## src/rtl/tt_sub_pkg.sv

```systemverilog
// ---------------------------------------------------------------------------
// tt_sub_pkg
// Shared types and constants for the bit-serial tile subtractor.
//   - subState_e : controller states (IDLE, GOT_A, RUN, DONE)
//   - DATA_W / CNT_W : operand width and bit-counter width
//   - UIO_OE_VAL : fixed bidirectional pin direction (upper nibble out)
//   - *_BIT : positions of the status flags on uio_out
//   - packFlags : assembles the uio_out status byte from individual flags
// Optional feature macro used by the top level: SUB_SIGNED_OVF_EN
// ---------------------------------------------------------------------------
package tt_sub_pkg;

  typedef enum logic [1:0] {
    IDLE  = 2'd0,
    GOT_A = 2'd1,
    RUN   = 2'd2,
    DONE  = 2'd3
  } subState_e;

  localparam int DATA_W = 8;
  localparam int CNT_W  = 3;

  localparam logic [CNT_W-1:0] CNT_LAST = 3'd7;

  localparam logic [7:0] UIO_OE_VAL = 8'hF0;

  localparam int BORROW_BIT = 7;
  localparam int DONE_BIT   = 6;
  localparam int OVF_BIT    = 5;
  localparam int BUSY_BIT   = 4;

  // Lower nibble of the status byte is always zero; it is an input nibble
  // on the tile and never driven.
  function automatic logic [7:0] packFlags(input logic borrowFlag,
                                           input logic doneFlag,
                                           input logic ovfFlag,
                                           input logic busyFlag);
    logic [7:0] flags;
    flags             = 8'h00;
    flags[BORROW_BIT] = borrowFlag;
    flags[DONE_BIT]   = doneFlag;
    flags[OVF_BIT]    = ovfFlag;
    flags[BUSY_BIT]   = busyFlag;
    return flags;
  endfunction

endpackage

```

## src/rtl/serial_sub_bit.sv

```systemverilog
// ---------------------------------------------------------------------------
// serial_sub_bit
// Combinational single-bit full subtractor: computes a - b - bin.
// Ports:
//   a_i, b_i  : minuend / subtrahend bit
//   bin_i     : borrow in from the previous (less significant) bit
//   d_o       : difference bit
//   bout_o    : borrow out to the next (more significant) bit
// ---------------------------------------------------------------------------
module serial_sub_bit (
  input  logic a_i,
  input  logic b_i,
  input  logic bin_i,
  output logic d_o,
  output logic bout_o
);

  assign d_o    = a_i ^ b_i ^ bin_i;
  // Borrow when b exceeds a outright, or when they are equal and a borrow
  // is already pending from below.
  assign bout_o = (~a_i & b_i) | (~(a_i ^ b_i) & bin_i);

endmodule

```

## src/rtl/tt_um_serial_subtractor.sv

```systemverilog
// ---------------------------------------------------------------------------
// tt_um_serial_subtractor
// Bit-serial 8-bit subtractor on the TinyTapeout tile interface. Operand A
// then operand B arrive as rising-edge strobed bytes on ui_in; A - B is then
// computed LSB-first, one bit per enabled clock, and published on uo_out.
// Ports:
//   clk     : tile clock
//   rst_n   : asynchronous active-low reset
//   ena     : tile enable, all state holds while low
//   ui_in   : operand byte
//   uio_in  : bit 0 = valid strobe, bits 7:1 unused
//   uo_out  : last completed difference (mod 256)
//   uio_out : [7] borrow, [6] done, [5] ovf, [4] busy, [3:0] zero
//   uio_oe  : constant 8'hF0
// Configuration macro: SUB_SIGNED_OVF_EN (when defined, the signed-overflow
// flag is computed and registered; otherwise uio_out[5] is tied low).
// ---------------------------------------------------------------------------
module tt_um_serial_subtractor
  import tt_sub_pkg::*;
(
  input  logic       clk,
  input  logic       rst_n,
  input  logic       ena,
  input  logic [7:0] ui_in,
  input  logic [7:0] uio_in,
  output logic [7:0] uo_out,
  output logic [7:0] uio_out,
  output logic [7:0] uio_oe
);

  subState_e          state_q, state_d;
  logic               valid_q;
  logic [DATA_W-1:0]  opA_q, opA_d;
  logic [DATA_W-1:0]  opB_q, opB_d;
  logic [DATA_W-1:0]  shift_q, shift_d;
  logic               bor_q, bor_d;
  logic [CNT_W-1:0]   cnt_q, cnt_d;
  logic [DATA_W-1:0]  result_q, result_d;
  logic               borrowFlag_q, borrowFlag_d;
  logic               ovfFlag;

  logic               capture;
  logic               diffBit;
  logic               borOut;
  logic [DATA_W-1:0]  finalDiff;

  // Upper uio_in bits carry no function on this tile.
  logic               unusedUioBits;
  assign unusedUioBits = ^uio_in[7:1];

  // A capture is a fresh rising edge of valid; holding valid high only
  // counts once because valid_q follows it one enabled cycle later.
  assign capture = uio_in[0] & ~valid_q;

  serial_sub_bit uBit (
    .a_i    (opA_q[cnt_q]),
    .b_i    (opB_q[cnt_q]),
    .bin_i  (bor_q),
    .d_o    (diffBit),
    .bout_o (borOut)
  );

  // On the last bit the fresh difference bit lands in the MSB and the
  // previously shifted bits fill the rest.
  assign finalDiff = {diffBit, shift_q[DATA_W-1:1]};

  // Next-state and datapath updates. ena gating lives in the register
  // block, so this logic simply describes one enabled step.
  always_comb begin
    state_d      = state_q;
    opA_d        = opA_q;
    opB_d        = opB_q;
    shift_d      = shift_q;
    bor_d        = bor_q;
    cnt_d        = cnt_q;
    result_d     = result_q;
    borrowFlag_d = borrowFlag_q;

    case (state_q)
      IDLE: begin
        if (capture) begin
          opA_d   = ui_in;
          state_d = GOT_A;
        end
      end

      GOT_A: begin
        if (capture) begin
          opB_d   = ui_in;
          shift_d = '0;
          bor_d   = 1'b0;
          cnt_d   = '0;
          state_d = RUN;
        end
      end

      RUN: begin
        shift_d = finalDiff;
        bor_d   = borOut;
        cnt_d   = cnt_q + CNT_W'(1);
        if (cnt_q == CNT_LAST) begin
          result_d     = finalDiff;
          borrowFlag_d = borOut;
          state_d      = DONE;
        end
      end

      DONE: begin
        if (capture) begin
          opA_d   = ui_in;
          state_d = GOT_A;
        end
      end

      default: begin
        state_d = IDLE;
      end
    endcase
  end

  // Main register bank; everything, including the edge detector, freezes
  // while ena is low so no capture is lost or invented.
  always_ff @(posedge clk or negedge rst_n) begin
    if (!rst_n) begin
      state_q      <= IDLE;
      valid_q      <= 1'b0;
      opA_q        <= '0;
      opB_q        <= '0;
      shift_q      <= '0;
      bor_q        <= 1'b0;
      cnt_q        <= '0;
      result_q     <= '0;
      borrowFlag_q <= 1'b0;
    end else if (ena) begin
      state_q      <= state_d;
      valid_q      <= uio_in[0];
      opA_q        <= opA_d;
      opB_q        <= opB_d;
      shift_q      <= shift_d;
      bor_q        <= bor_d;
      cnt_q        <= cnt_d;
      result_q     <= result_d;
      borrowFlag_q <= borrowFlag_d;
    end
  end

`ifdef SUB_SIGNED_OVF_EN
  logic ovf_q, ovf_d;

  // Signed overflow: operands of opposite sign and the result sign differs
  // from A. Only refreshed on the RUN -> DONE step.
  always_comb begin
    ovf_d = ovf_q;
    if (state_q == RUN && cnt_q == CNT_LAST) begin
      ovf_d = (opA_q[DATA_W-1] ^ opB_q[DATA_W-1]) &
              (finalDiff[DATA_W-1] ^ opA_q[DATA_W-1]);
    end
  end

  always_ff @(posedge clk or negedge rst_n) begin
    if (!rst_n) begin
      ovf_q <= 1'b0;
    end else if (ena) begin
      ovf_q <= ovf_d;
    end
  end

  assign ovfFlag = ovf_q;
`else
  assign ovfFlag = 1'b0;
`endif

  assign uo_out  = result_q;
  assign uio_out = packFlags(borrowFlag_q, state_q == DONE, ovfFlag,
                             state_q == RUN);
  assign uio_oe  = UIO_OE_VAL;

endmodule

```

## config.mk

```make
export PLATFORM = sky130hd
export DESIGN_NAME = tt_um_serial_subtractor
export DESIGN_NICKNAME = d
export VERILOG_FILES = /design/src/rtl/tt_sub_pkg.sv /design/src/rtl/serial_sub_bit.sv /design/src/rtl/tt_um_serial_subtractor.sv
export SDC_FILE = /design/constraint.sdc
export NUM_CORES = 1
export LEC_CHECK = 0
export ABC_AREA = 0
export BUFFER_PORTS_ARGS = -buffer_cell sky130_fd_sc_hd__buf_2
export CELL_PAD_IN_SITES_DETAIL_PLACEMENT = 0
export CELL_PAD_IN_SITES_GLOBAL_PLACEMENT = 1
export CORE_MARGIN = 2
export CORE_UTILIZATION = 35
export CTS_CLUSTER_DIAMETER = 50
export DETAILED_ROUTE_END_ITERATION = 7
export PLACE_DENSITY_LB_ADDON = 0.1
export SLEW_MARGIN = 30
export SYNTH_ARGS = -nofsm -noshare
export SYNTH_HDL_FRONTEND = slang
export SYNTH_SLANG_ARGS = --single-unit
```

## constraint.sdc

```tcl
create_clock -name clk -period 5.09 [get_ports clk]
set_input_delay 0.2545 -clock clk [delete_from_list [all_inputs] [get_ports clk]]
set_output_delay 0.2545 -clock clk [all_outputs]
set_load 0.02 [all_outputs]
```

Yosys cells after proc, flatten, opt, wreduce, memory -nomap -nowiden
Index checks and enable logic that the tools add are counted.
Widths: inputs -> output; s select.
- add/sub/neg operators: 1
- $mul: 0
- div/mod/pow operators: 0
- magnitude comparators: 1
- equal/unequal tests: 7
- shift-type cells: 0
- muxes and demuxes: 14
- bitwise gates (word level): 9
- reduce and logical (&&, ||, !) cells: 8
- operators by type and width (operator ; count):
    $pmux 8 s2 ; 1
    $reduce_and 3->1 ; 4
    $mux 8 ; 1
    $bmux 1 s3 ; 2
    $mux 2 ; 3
    $pmux 2 s3 ; 1
    $pmux 3 s2 ; 1
    $eq 2x2->1 const B ; 2
    $lt 3x4->1 const B ; 1
    $ne 2x1->1 const B ; 2
    $reduce_and 4->1 ; 1
    $add 3x1->3 const B ; 1
    $and 1x1->1 ; 3
    $eq 3x3->1 const B ; 1
    $mux 1 ; 3
    $mux 3 ; 1
    $not 1->1 ; 3
    $eq 2x1->1 const B ; 1
    $logic_not 2->1 ; 1
    $ne 2x2->1 const B ; 1
    $pmux 1 s2 ; 1
    $reduce_bool 2->1 ; 1
    $reduce_or 2->1 ; 1
    $xor 1x1->1 ; 2
    $or 1x1->1 ; 1
- bits in registers: 40
- bits in latches: 0
- memory bits (writable): 0
- memory bits (read-only): 0
- input bits: 19
- output and inout bits: 24
- word-level logic and storage cells: 49
- memories: 0

Depth between registers and ports, before layout
Gate-level depths: netlist of the first run.
- word-level depth: 7
- gate-level depth with buffers: 6
- gate-level depth less buffers: 5

Hierarchy
Synthesis of the first run repeated with hierarchy kept, for this count alone.
- cell total of the unflattened synthesis: 130
- area, all modules: 1860.5 µm²
- by module, submodules not included (module ; times used ; cells each ; area an instance (µm²)):
    tt_um_serial_subtractor ; 1 ; 126 ; 1829.3
    serial_sub_bit ; 1 ; 4 ; 31.3

Worst setup path before layout of the first run
No wires, ideal clock.
- path kind: register to register
- start point: register cnt_q[0]
- end point: register result_q[7], in the netlist uo_out[7]
- arrival: 1.981 ns
- data required time: 4.965 ns
- path slack: 2.985 ns
- cell stages (with the launch flop): 6
- path buffers: 1
- period minus slack after synthesis: 2.105 ns
- path through: dfrtp_1 -> buf_6 -> mux4_1 -> mux2_2 -> fa_1 -> mux2_2
- word-level cells in the longest chain between the ends: 4
- elaborated cells between the ends (all ways): 8
- classes of those cells: 1 x eq/ne; 4 x mux; 2 x bitwise; 1 x reduce/logical
- ends and longest elaborated chain (element ; line ; source):
    from (decl) ; tt_um_serial_subtractor.sv:37 ; logic [CNT_W-1:0] cnt_q, cnt_d;
    from (signal assigned) ; tt_um_serial_subtractor.sv:141 ; cnt_q <= cnt_d;
    $bmux 1 s3 (on tied branches) ; tt_um_serial_subtractor.sv:56, tt_um_serial_subtractor.sv:57 ;
    $mux 1 (on tied branches) ; tt_um_serial_subtractor.sv:56, tt_um_serial_subtractor.sv:57 ;
    $xor 1x1->1 * (2 in a row) ; serial_sub_bit.sv:18 ; assign d_o = a_i ^ b_i ^ bin_i;
    via diffBit ; tt_um_serial_subtractor.sv:43 ; logic diffBit;
    to (signal assigned) ; tt_um_serial_subtractor.sv:142 ; result_q <= result_d;
    to (decl) ; tt_um_serial_subtractor.sv:38 ; logic [DATA_W-1:0] result_q, result_d;
Mark *: on every way through the listed nets, which the timed path passes. The rest lies on a longest branch. The select of a mux whose other input is x is not followed.
A chain may end at the register's enable or synchronous reset.

Worst setup path after layout of the first run
Same ends and word-level chain as after synthesis.

==> results of run 1 <==
-- routing by layer --
layer | vias up | track usage (%) | wire length, um
met4 | 0 | 5.45 | 52
li1 | 483 | - | -
met3 | 6 | 4.00 | 152
met2 | 29 | 17.4 | 1480
met1 | 538 | 13.8 | 1350
met5 | - | 0 | 0
-- registers in the layout, summed over array words and instances (netlist names) --
name,count
uo_out,8
bor_q,1
opA_q,8
valid_q,1
state_q,2
cnt_q,3
shift_q,7
opB_q,8
borrowFlag_q,1
-- cells by family (layout without fill, tap and decap cells) --
family                   Yosys count  count (layout)
adder cells (fa/ha/maj)            6               6
AO/OA/AOI/OAI                     17              17
multiplexers                      32              32
AND/OR/NAND/NOR                   11              11
buffers and inverters             23              35
flip-flops                        39              39
other                              2              13
-- cell type report --
type / count / area share [%]
Timing Repair Buffer: 24 / 7.13
Multi-Input combinational cell: 79 / 37.1
Inverter: 5 / 0.906
Clock buffer: 6 / 3.50
Sequential cell: 39 / 47.1
Tap cell: 70 / 4.23
-- worst max-delay path, stage by stage (launching register included) --
cell and delay [ps]:
dfrtp_1 500, mux4_1 600, mux2_2 300, fa_1 480, mux2_2 270
-- metrics by stage --
step	power, W	setup WS (ps)	util (%)	hold WS, ps	std cells
after global routing	0.00115	2760	40.5	207	223
final	0.00107	2840	40.5	211	223
after CTS	0.00108	2810	39.8	110	221
after global placement	0.000879	2830	38.4	411	215
after floorplan	0.000809	2980	-	-41.1	141
after detailed placement	0.000891	2820	38.4	422	215
-- Yosys cell counts, drive strengths merged --
| cell | number | area (um2) |
|---|---|---|
| a31o | 1 | 8.76 |
| a21oi | 2 | 10.0 |
| mux2 | 27 | 304 |
| mux2i | 1 | 10.0 |
| fa | 1 | 20.0 |
| dfrtp | 39 | 976 |
| nand3 | 3 | 20.0 |
| ha | 5 | 62.6 |
| nand2 | 3 | 11.3 |
| o21ai | 1 | 5.00 |
| buf | 18 | 131 |
| nand4b | 1 | 23.8 |
| conb | 2 | 7.51 |
| inv | 5 | 18.8 |
| a22o | 11 | 96.3 |
| mux4 | 4 | 105 |
| o21a | 1 | 7.51 |
| and2 | 1 | 6.26 |
| nand2b | 2 | 12.5 |
| a41oi | 1 | 8.76 |
| and2b | 1 | 7.51 |
-- timing repair --
item / CTS / global route
setup endpoints to repair: 0 / 0
hold buffers: 0 / 1
buffers inserted: 0 / 0
hold endpoints to repair: 0 / 14
-- final timing paths --
kind,start,endpoint,cells after the start
setup / recovery,cnt_q[0]$_DFFE_PN0P_,uo_out[7]$_DFFE_PN0P_,4
hold / removal,ui_in[0],opA_q[0]$_DFFE_PN0P_,2
setup reg to reg,cnt_q[0]$_DFFE_PN0P_,uo_out[7]$_DFFE_PN0P_,4
hold reg to reg,borrowFlag_q$_DFFE_PN0P_,borrowFlag_q$_DFFE_PN0P_,2
max in group asynchronous,rst_n,opA_q[7]$_DFFE_PN0P_,3
min in group asynchronous,rst_n,uo_out[7]$_DFFE_PN0P_,2
-- where the power goes --
part           switching, W  internal (W)  total, W
sequential        0.0000767      0.000422  0.000499
clock             0.0000951     0.0000912  0.000186
combinational      0.000172      0.000208  0.000381
total              0.000344      0.000721   0.00107
==> results by group, run 1 <==
Status
  • Outcome: finished clean

Place
  • Hpwl dp: 2.15 mm
  • Routability-driven placement congestion ratio: 0.711
  • Placement-stage cell area: 0.00196 mm2
  • Port bufs: 22

Synth
  • Largest family of logic cells by synthesized area: multiplexers
  • Yosys reg bits: 39
  • Synth Cell Area: 0.00185 mm2
  • Synth Instances: 130
  • Mux share of post-synthesis cell area: 22.6%
  • Synth Area in Compound Gates: 7.36%
  • Post-synth cell types: 24
  • Simple-gate share of the synthesized area: 4.39%
  • Synth Area in XOR/XNOR: 0%
  • Adder-Cell Fraction of Synth Area: 4.46%
  • Ys Warns: 0
  • Register area share after synthesis: 52.7%
  • Mapped Avg Cell Area: 14.3 um2

Setup path
  • Crit-path max FO: 6
  • Critical Path AT: 2430 ps
  • CP endpoint kind: flop
  • FF-to-FF setup slack: 2840 ps
  • Critical path type: reg2reg
  • WP data required: 5270 ps
  • Crit path launch type: flop

Route
  • Initial DRC Count: 53
  • Antenna-violating nets left: 0
  • DRC viols: 0
  • DRT Pass-1 Iters: 4
  • Drt wl/cell: 13.6 um
  • DR vias: 1,056
  • Final WL: 3.03 mm
  • Via density per instance: 4.74

Power and ir drop
  • VDD IR max: 0.189 mV
  • Leakage dissipation: 1.05 nW
  • Pwr/cell area: 515 mW/mm2

Clocking
  • Clock slew at reported path FFs: 70 ps
  • H-Tree Depth: 2
  • Post-CTS resize count: 0
  • Root Buffer: clkbuf_8
  • CTS max path bufs: 2
  • CTS tree: yes
  • Num CTS Buffers: 5
  • Clock sink count: 39
  • Clk_lat worst skew: 290 ps

Global routing
  • Initial antenna violation count: 0
  • First-pass GRT wire length: 5.12 mm
  • Total gr overflow: 0
  • Largest net degree at the start of global routing: 40
  • Total GRT Usage: 11.2%
  • Vias in the first global route: 1,064

STA
  • Final setup viols: 0
  • Fin. Hold Viols: 0
  • RSZ-0062 raised after global routing: no
  • Pins Over Slew Limit: 0
  • Worst Clk Skew: 5.73 ps
  • Slew HR: 39.0%
  • Fmax: 445 MHz
  • Fin crit share: 44.2%
  • Min Tclk post-route: 2250 ps
  • Fin Setup TNS: 0 ps
  • Actual slew at the worst max-slew pin: 914 ps

Floorplan
  • Row Count: 26
  • Core Area: 0.00511 mm2
  • Num ports: 43
  • Chip width: 76.8 um
  • Chip Height: 76.8 um
  • Die area: 0.00589 mm2
  • Initial core utilization: 36.3%

Flow run
  • Max_cap viols: 0

Finish
  • Nets@finish: 179
  • FILL cells: 515
  • Commonest non-fill, non-tap cell in the layout: dfrtp_1
  • Layout cells sized above 1: 37.9%
  • Final Cell Area: 0.00207 mm2
  • P&R area growth vs syn: 11.7%
  • Antenna diodes: 0
  • Most frequent cells in the layout: dfrtp_1 (39), mux2_2 (27), buf_2 (22)
  • Area of the multi-input gates: 768 um2
  • Seq. cell area: 976 um2

Min path
  • Hold/Removal Path Class: in2reg
No activity file was read; power rests on OpenSTA's default activity.
==> inputs of run 2 (changes only) <==
- ABC_AREA: 0 -> 1
- clock period: 5.09 -> 2.3 ns (I/O delays scaled with it)
==> run 2 against run 1 <==
  * Sequential power is 110% higher
  * Final area grew 4.4%
  * Clock power rose to 3.1 times the previous value
  * Maximum frequency grew 26%
  * Flip-flop and latch count did not move
==> results by group, run 2 <==
Power and ir drop
  • Leakage dissipation: 1.19 nW (was 1.05 nW)
  • VDD IR max: 0.431 mV (was 0.189 mV)
  • Pwr/cell area: 1120 mW/mm2 (was 515 mW/mm2)

Synth
  • Synth Instances: 239 (was 130)
  • Yosys reg bits: 39 (unchanged)
  • Synth top area share: 50.7% (was 52.7%)
  • Number of synthesized flops with an enable pin: 0 (unchanged)
  • Synth Cell Area: 0.00192 mm2 (was 0.00185 mm2)
  • Asr flop ratio synth: 100% (unchanged)
  • Count leader, synth: nand2_1 (was dfrtp_1)
  • Ys Warns: 0 (unchanged)
  • Post-synth top cells: nand2_1 (92), dfrtp_1 (39), inv_1 (32), o21ai_0 (19), buf_4 (14) (was dfrtp_1 (39), mux2_2 (27), buf_4 (14), a22o_1 (11))
  • Mapped Avg Cell Area: 8.05 um2 (was 14.3 um2)
  • Post-synth cell types: 16 (was 24)
  • Top FF cell, synth: dfrtp_1 (unchanged)
  • Leading area contributor after synthesis: dfrtp_1 (unchanged)
  • Dominant cells by area after synthesis: dfrtp_1 (51%), nand2_1 (18%), inv_1 (6.2%) (was dfrtp_1 (53%), mux2_2 (16%), buf_4 (5.7%))
  • Register area share after synthesis: 50.7% (was 52.7%)

Floorplan
  • Chip width: 78.1 um (was 76.8 um)
  • Row Count: 26 (unchanged)
  • Chip Height: 78.1 um (was 76.8 um)
  • Num ports: 43 (unchanged)
  • Die area: 0.00610 mm2 (was 0.00589 mm2)
  • Initial core utilization: 36.9% (was 36.3%)
  • Core Area: 0.00520 mm2 (was 0.00511 mm2)

Route
  • DR vias: 1,393 (was 1,056)
  • DRC viols: 0 (unchanged)
  • DRT Pass-1 Iters: 4 (unchanged)
  • Drt wl/cell: 10.3 um (was 13.6 um)
  • Antenna-violating nets left: 0 (unchanged)
  • Via density per instance: 4.18 (was 4.74)
  • Initial DRC Count: 81 (was 53)
  • Final WL: 3.41 mm (was 3.03 mm)

Setup path
  • Crit-path slowest cell: fa_1 (was mux4_1)
  • Crit-path max FO: 7 (was 6)
  • Top Family by Delay on Critical Path: adder cells (was multiplexers)
  • WP data required: 2510 ps (was 5270 ps)
  • Critical Path AT: 2000 ps (was 2430 ps)
  • CP Buf/Inv Count: 2 (was 0)
  • Critical path type: reg2reg (unchanged)
  • Worst path max stage delay: 530 ps (was 600 ps)
  • CP most frequent cell: nand2_1 (was mux2_2)
  • CP endpoint kind: flop (unchanged)
  • Worst path cell trace: inv_1 > nand2_1 > nand2_1 > nand2_1 > nand2_1 > nand2_1 > nand2_1 > fa_1 > inv_1 > o21ai_1 (was mux4_1 > mux2_2 > fa_1 > mux2_2)
  • Crit path launch type: flop (unchanged)

STA
  • Fin Setup TNS: 0 ps (unchanged)
  • Pins Over Slew Limit: 0 (unchanged)
  • Min Tclk post-route: 1790 ps (was 2250 ps)
  • Worst Clk Skew: 5.26 ps (was 5.73 ps)
  • Final setup viols: 0 (unchanged)
  • Setup ws final: 514 ps (was 2840 ps)
  • RSZ-0062 raised after global routing: no (unchanged)
  • Fin Hold WS: 42.5 ps (was 211 ps)
  • Fin crit share: 77.7% (was 44.2%)
  • Fmax: 560 MHz (was 445 MHz)
  • Fin. Hold Viols: 0 (unchanged)

Clocking
  • Num CTS Buffers: 5 (unchanged)
  • Clk_lat worst skew: 290 ps (about the same)
  • H-Tree Depth: 2 (unchanged)
  • Root Buffer: clkbuf_8 (unchanged)
  • Post-CTS resize count: 0 (unchanged)
  • Clock slew at reported path FFs: 80 ps (was 70 ps)
  • Clock sink count: 39 (unchanged)
  • CTS max path bufs: 2 (unchanged)
  • CTS tree: yes (unchanged)

Finish
  • Most frequent cells in the layout: nand2_1 (92), dfrtp_1 (39), inv_1 (32) (was dfrtp_1 (39), mux2_2 (27), buf_2 (22))
  • P&R area growth vs syn: 12.4% (was 11.7%)
  • FILL cells: 588 (was 515)
  • Antenna diodes: 0 (unchanged)
  • Final core utilization: 41.5% (was 40.5%)
  • Commonest non-fill, non-tap cell in the layout: nand2_1 (was dfrtp_1)
  • Nets@finish: 287 (was 179)
  • Layout cells sized above 1: 13.7% (was 37.9%)

Global routing
  • Largest net degree at the start of global routing: 40 (unchanged)
  • Vias in the first global route: 1,331 (was 1,064)
  • Total GRT Usage: 12.5% (was 11.2%)
  • Total gr overflow: 0 (unchanged)
  • First-pass GRT wire length: 6.02 mm (was 5.12 mm)
  • Initial antenna violation count: 0 (unchanged)

Place
  • Routability-driven placement congestion ratio: 0.752 (was 0.711)
  • Dpl ws: 493 ps (was 2820 ps)
  • Hpwl dp: 2.41 mm (was 2.15 mm)
  • Port bufs: 22 (unchanged)

Min path
  • Hold/Removal Path Class: in2reg (unchanged)

Status
  • Outcome: finished clean (unchanged)

Flow run
  • Max_cap viols: 0 (unchanged)
[run 2: cell types whose count changed after synthesis, sizes merged, moves of 2 or more]
cell / delta
nor2: +9
nand3: +5
mux4: -4
mux2: -27
a22o: -11
nand2b: -2
nand2: +89
o21ai: +27
inv: +27
buf: +2
[run 2: report_power, final]
part           switching [W]  internal, W  total [W]  leakage (nW)
sequential          0.000146     0.000888    0.00103         0.513
clock               0.000245     0.000323   0.000568        0.0581
combinational       0.000503     0.000305   0.000808         0.623
[run 2: cell type report]
cell class                      count  area, um2  area share, %
Multi-Input combinational cell    159        727           33.6
Sequential cell                    39        976           45.2
Inverter                           32        120           5.56
Clock inverter                      3       43.8           2.03
Tap cell                           70       87.6           4.05
Timing Repair Buffer               25        138           6.37
Clock buffer                        5       68.8           3.18
[run 2: cells by family (layout without fill, tap and decap cells)]
group,Yosys count,in the layout,synth area share [%]
simple gates,109,109,22.6
buf+inv,52,65,13.6
flops,39,39,50.7
compound gates,31,31,8.39
other cells,2,13,0.391
fa+ha+maj,6,6,4.29
[run 2: final timing paths]
check,start,endpoint,slack [ps],cells past startpoint
max in group asynchronous,rst_n,cnt_q[1]$_DFFE_PN0P_,1620,2
hold reg to reg,bor_q$_DFFE_PN0P_,bor_q$_DFFE_PN0P_,470,2
hold / removal,uio_in[0],valid_q$_DFFE_PN0P_,40,3
setup reg to reg,cnt_q[0]$_DFFE_PN0P_,uo_out[7]$_DFFE_PN0P_,510,10
setup / recovery,cnt_q[0]$_DFFE_PN0P_,uo_out[7]$_DFFE_PN0P_,510,10
min in group asynchronous,rst_n,opA_q[0]$_DFFE_PN0P_,320,2
[run 2: what timing repair did]
| item | in CTS | in global routing |
|---|---|---|
| setup endpoints to repair | 0 | 0 |
| buffers inserted | 0 | 0 |
| hold endpoints to repair | 39 | 0 |
| hold buffers | 1 | 0 |
[run 2: layer usage]
metal  routed length (um)  global-route usage [%]
met2                 1580                    20.0
met1                 1680                    15.7
met4                   25                    4.74
met5                    0                       0
met3                  132                    3.91
[run 2: through the flow]
step           cell area, um2  instances  power, W
6_report                 2160        333   0.00241
4_1_cts                  2160        333   0.00246
5_1_grt                  2160        333   0.00265
3_3_place_gp             2040        324   0.00188
2_1_floorplan            1960        250   0.00168
3_5_place_dp             2040        324   0.00188
[run 2: tightest hold or removal path, cell delays in order]
cell and delay, ps:
buf_2 90, nand2_1 40, o21ai_0 50
==> inputs of run 3 (changes only) <==
- clock period: 2.3 -> 1.5 ns (I/O delays scaled with it)
==> run 3 against run 2 <==
  * The run now ends with negative setup slack left
  * Hold slack gained 7.2 ps
  * Routed wire length is 15% higher
  * Setup slack worse by 620 ps
  * First-iteration DRC count decreased by 48%
  * Register-to-register slack got worse by 620 ps
  * Final cell count rose by 4.5%
  * Sequential share of layout area down 4.7 points
  * Maximum frequency rose by 11%
  * Die area did not move
  * Sequential power increased by 55%
==> results by group, run 3 (synthesis results as in run 2) <==
Global routing
  • Vias in the first global route: 1,428 (was 1,331)
  • Total gr overflow: 0 (unchanged)
  • Largest net degree at the start of global routing: 22 (was 40)
  • Initial antenna violation count: 0 (unchanged)
  • First-pass GRT wire length: 6.55 mm (was 6.02 mm)
  • Total GRT Usage: 13.5% (was 12.5%)

Place
  • Port bufs: 22 (unchanged)
  • Routability-driven placement congestion ratio: 0.808 (was 0.752)
  • Hpwl dp: 2.60 mm (was 2.41 mm)
  • Cells after DPL: 333 (was 324)
  • Dpl ws: -126 ps (was 493 ps)

STA
  • Min Tclk post-route: 1600 ps (was 1790 ps)
  • Fin Setup TNS: -1080 ps (was 0 ps)
  • Pins Over Slew Limit: 0 (unchanged)
  • Final setup viols: 13 (was 0)
  • RSZ-0062 raised after global routing: yes (was no)
  • Fin. Hold Viols: 0 (unchanged)
  • Fin crit share: 107% (was 77.7%)
  • Setup ws final: -105 ps (was 514 ps)
  • Fmax: 623 MHz (was 560 MHz)
  • Worst Clk Skew: 10.8 ps (was 5.26 ps)

Flow run
  • Max_cap viols: 0 (unchanged)

Finish
  • Most frequent cells in the layout: nand2_1 (86), dfrtp_1 (38), inv_1 (31) (was nand2_1 (92), dfrtp_1 (39), inv_1 (32))
  • Layout cells sized above 1: 22.7% (was 13.7%)
  • Area of the multi-input gates: 778 um2 (was 727 um2)
  • Seq. cell area: 977 um2 (was 976 um2)
  • Cell Count, Final, Fillers Out: 348 (was 333)
  • Commonest non-fill, non-tap cell in the layout: nand2_1 (unchanged)
  • Antenna diodes: 0 (unchanged)
  • FILL cells: 536 (was 588)
  • Final core utilization: 46.4% (was 41.5%)
  • Nets@finish: 302 (was 287)
  • P&R area growth vs syn: 25.5% (was 12.4%)

Floorplan
  • Chip width: 78.1 um (unchanged)
  • Row Count: 26 (unchanged)
  • Chip Height: 78.1 um (unchanged)
  • Num ports: 43 (unchanged)
  • Initial core utilization: 36.9% (unchanged)
  • Core Area: 0.00520 mm2 (unchanged)
  • Die area: 0.00610 mm2 (unchanged)

Power and ir drop
  • Combinational share of power: 36.6% (was 33.5%)
  • Sequential share of power: 38.2% (was 42.9%)
  • Leakage dissipation: 1.30 nW (was 1.19 nW)
  • Clk pwr share: 25.2% (was 23.6%)
  • Switch share: 35.8% (was 37.1%)
  • Int Pwr: 0.00268 W (was 0.00152 W)
  • VDD IR max: 0.789 mV (was 0.431 mV)
  • Pwr/cell area: 1730 mW/mm2 (was 1120 mW/mm2)
  • Sw Pwr: 0.00150 W (was 0.000894 W)

Route
  • DR vias: 1,479 (was 1,393)
  • Initial DRC Count: 42 (was 81)
  • Via density per instance: 4.25 (was 4.18)
  • DRT Pass-1 Iters: 4 (unchanged)
  • Drt wl/cell: 11.3 um (was 10.3 um)
  • Antenna-violating nets left: 0 (unchanged)
  • DRC viols: 0 (unchanged)
  • Final WL: 3.93 mm (was 3.41 mm)

Setup path
  • Crit-path max FO: 9 (was 7)
  • Worst path cell trace: buf_4 > buf_4 > ha_1 > ha_1 > nand3_4 > clkbuf_16 > o21ai_1 (was inv_1 > nand2_1 > nand2_1 > nand2_1 > nand2_1 > nand2_1 > nand2_1 > fa_1 > inv_1 > o21ai_1)
  • Top Family by Delay on Critical Path: buffers and inverters (was adder cells)
  • Critical path type: reg2reg (unchanged)
  • Worst path max stage delay: 420 ps (was 530 ps)
  • Worst setup startpoint: cnt_q[0]$_DFFE_PN0P_ (unchanged)
  • WP data required: 1680 ps (was 2510 ps)
  • Critical Path AT: 1780 ps (was 2000 ps)
  • Crit-path slowest cell: dfrtp_1 (was fa_1)
  • Crit path launch type: flop (unchanged)
  • CP Buf/Inv Count: 3 (was 2)
  • Reg2reg start: cnt_q[0]$_DFFE_PN0P_ (unchanged)
  • CP endpoint kind: flop (unchanged)

Clocking
  • Clock slew at reported path FFs: 70 ps (was 80 ps)
  • CTS tree: yes (unchanged)
  • Root Buffer: clkbuf_8 (unchanged)
  • Num CTS Buffers: 5 (unchanged)
  • H-Tree Depth: 2 (unchanged)
  • CTS max path bufs: 2 (unchanged)
  • Clk_lat worst skew: 290 ps (about the same)
  • Clock sink count: 39 (unchanged)

Status
  • Outcome: finished, violations left (was finished clean)
  • Failing checks: negative setup slack

Min path
  • Hold/Removal Path Class: in2reg (unchanged)
  • Hold wc startpoint: ui_in[7] (was uio_in[0])
## run 3: what timing repair did
action,in CTS,in global routing
setup endpoints to repair,13,38
cloned,0,3
endpoints found under the hold margin,19,0
buffers inserted,0,2
pin swaps,1,7
hold buffers,2,0
resized for setup,3,15
## run 3: final timing paths
kind	end	slack [ps]	cells past startpoint
worst min register to register	bor_q$_DFFE_PN0P_	480	2
worst min-delay path	opB_q[7]$_DFFE_PN0P_	50	3
worst max register to register	uo_out[4]$_DFFE_PN0P_	-100	7
max in group asynchronous	cnt_q[1]$_DFFE_PN0P_	760	3
min in group asynchronous	state_q[0]$_DFFE_PN0P_	260	2
worst max-delay path	uo_out[4]$_DFFE_PN0P_	-100	7
## run 3: per-layer routing
layer / share of wire [%] / vias to the layer above / global-route usage [%] / wire (um)
li1: - / 777 / - / -
met1: 48 / 671 / 17.9 / 1900
met2: 47 / 26 / 22.1 / 1840
met3: 3.6 / 5 / 3.56 / 140
met4: 1.2 / 0 / 3.68 / 46
met5: 0 / - / 0 / 0
## run 3: through the flow
step | hold slack, ps | total power [W] | instance area (um2)
after floorplan | -221 | 0.00260 | 1970
after global placement | 58.6 | 0.00300 | 2130
after detailed placement | 65.0 | 0.00299 | 2130
after CTS | 41.7 | 0.00411 | 2290
after global routing | 51.2 | 0.00458 | 2410
final | 49.7 | 0.00418 | 2410
## run 3: tightest hold or removal path, stage by stage
cell	delay [ps]
buf_2	90
inv_1	50
o21ai_0	70
## run 3: area by class of cell
cell class | instances | share of cell area (%)
Clock buffer | 5 | 2.85
Clock inverter | 3 | 2.80
Inverter | 32 | 4.98
Multi-Input combinational cell | 159 | 32.2
Sequential cell | 39 | 40.5
Tap cell | 70 | 3.63
Timing Repair Buffer | 40 | 13.0
## run 3: power by group through the flow
stage	sequential, W	clock [W]	combinational, W
6_report	0.00160	0.00105	0.00153
2_1_floorplan	0.00154	0	0.00106
5_1_grt	0.00164	0.00112	0.00182
3_3_place_gp	0.00159	0	0.00141
3_5_place_dp	0.00159	0	0.00140
4_1_cts	0.00158	0.00109	0.00144
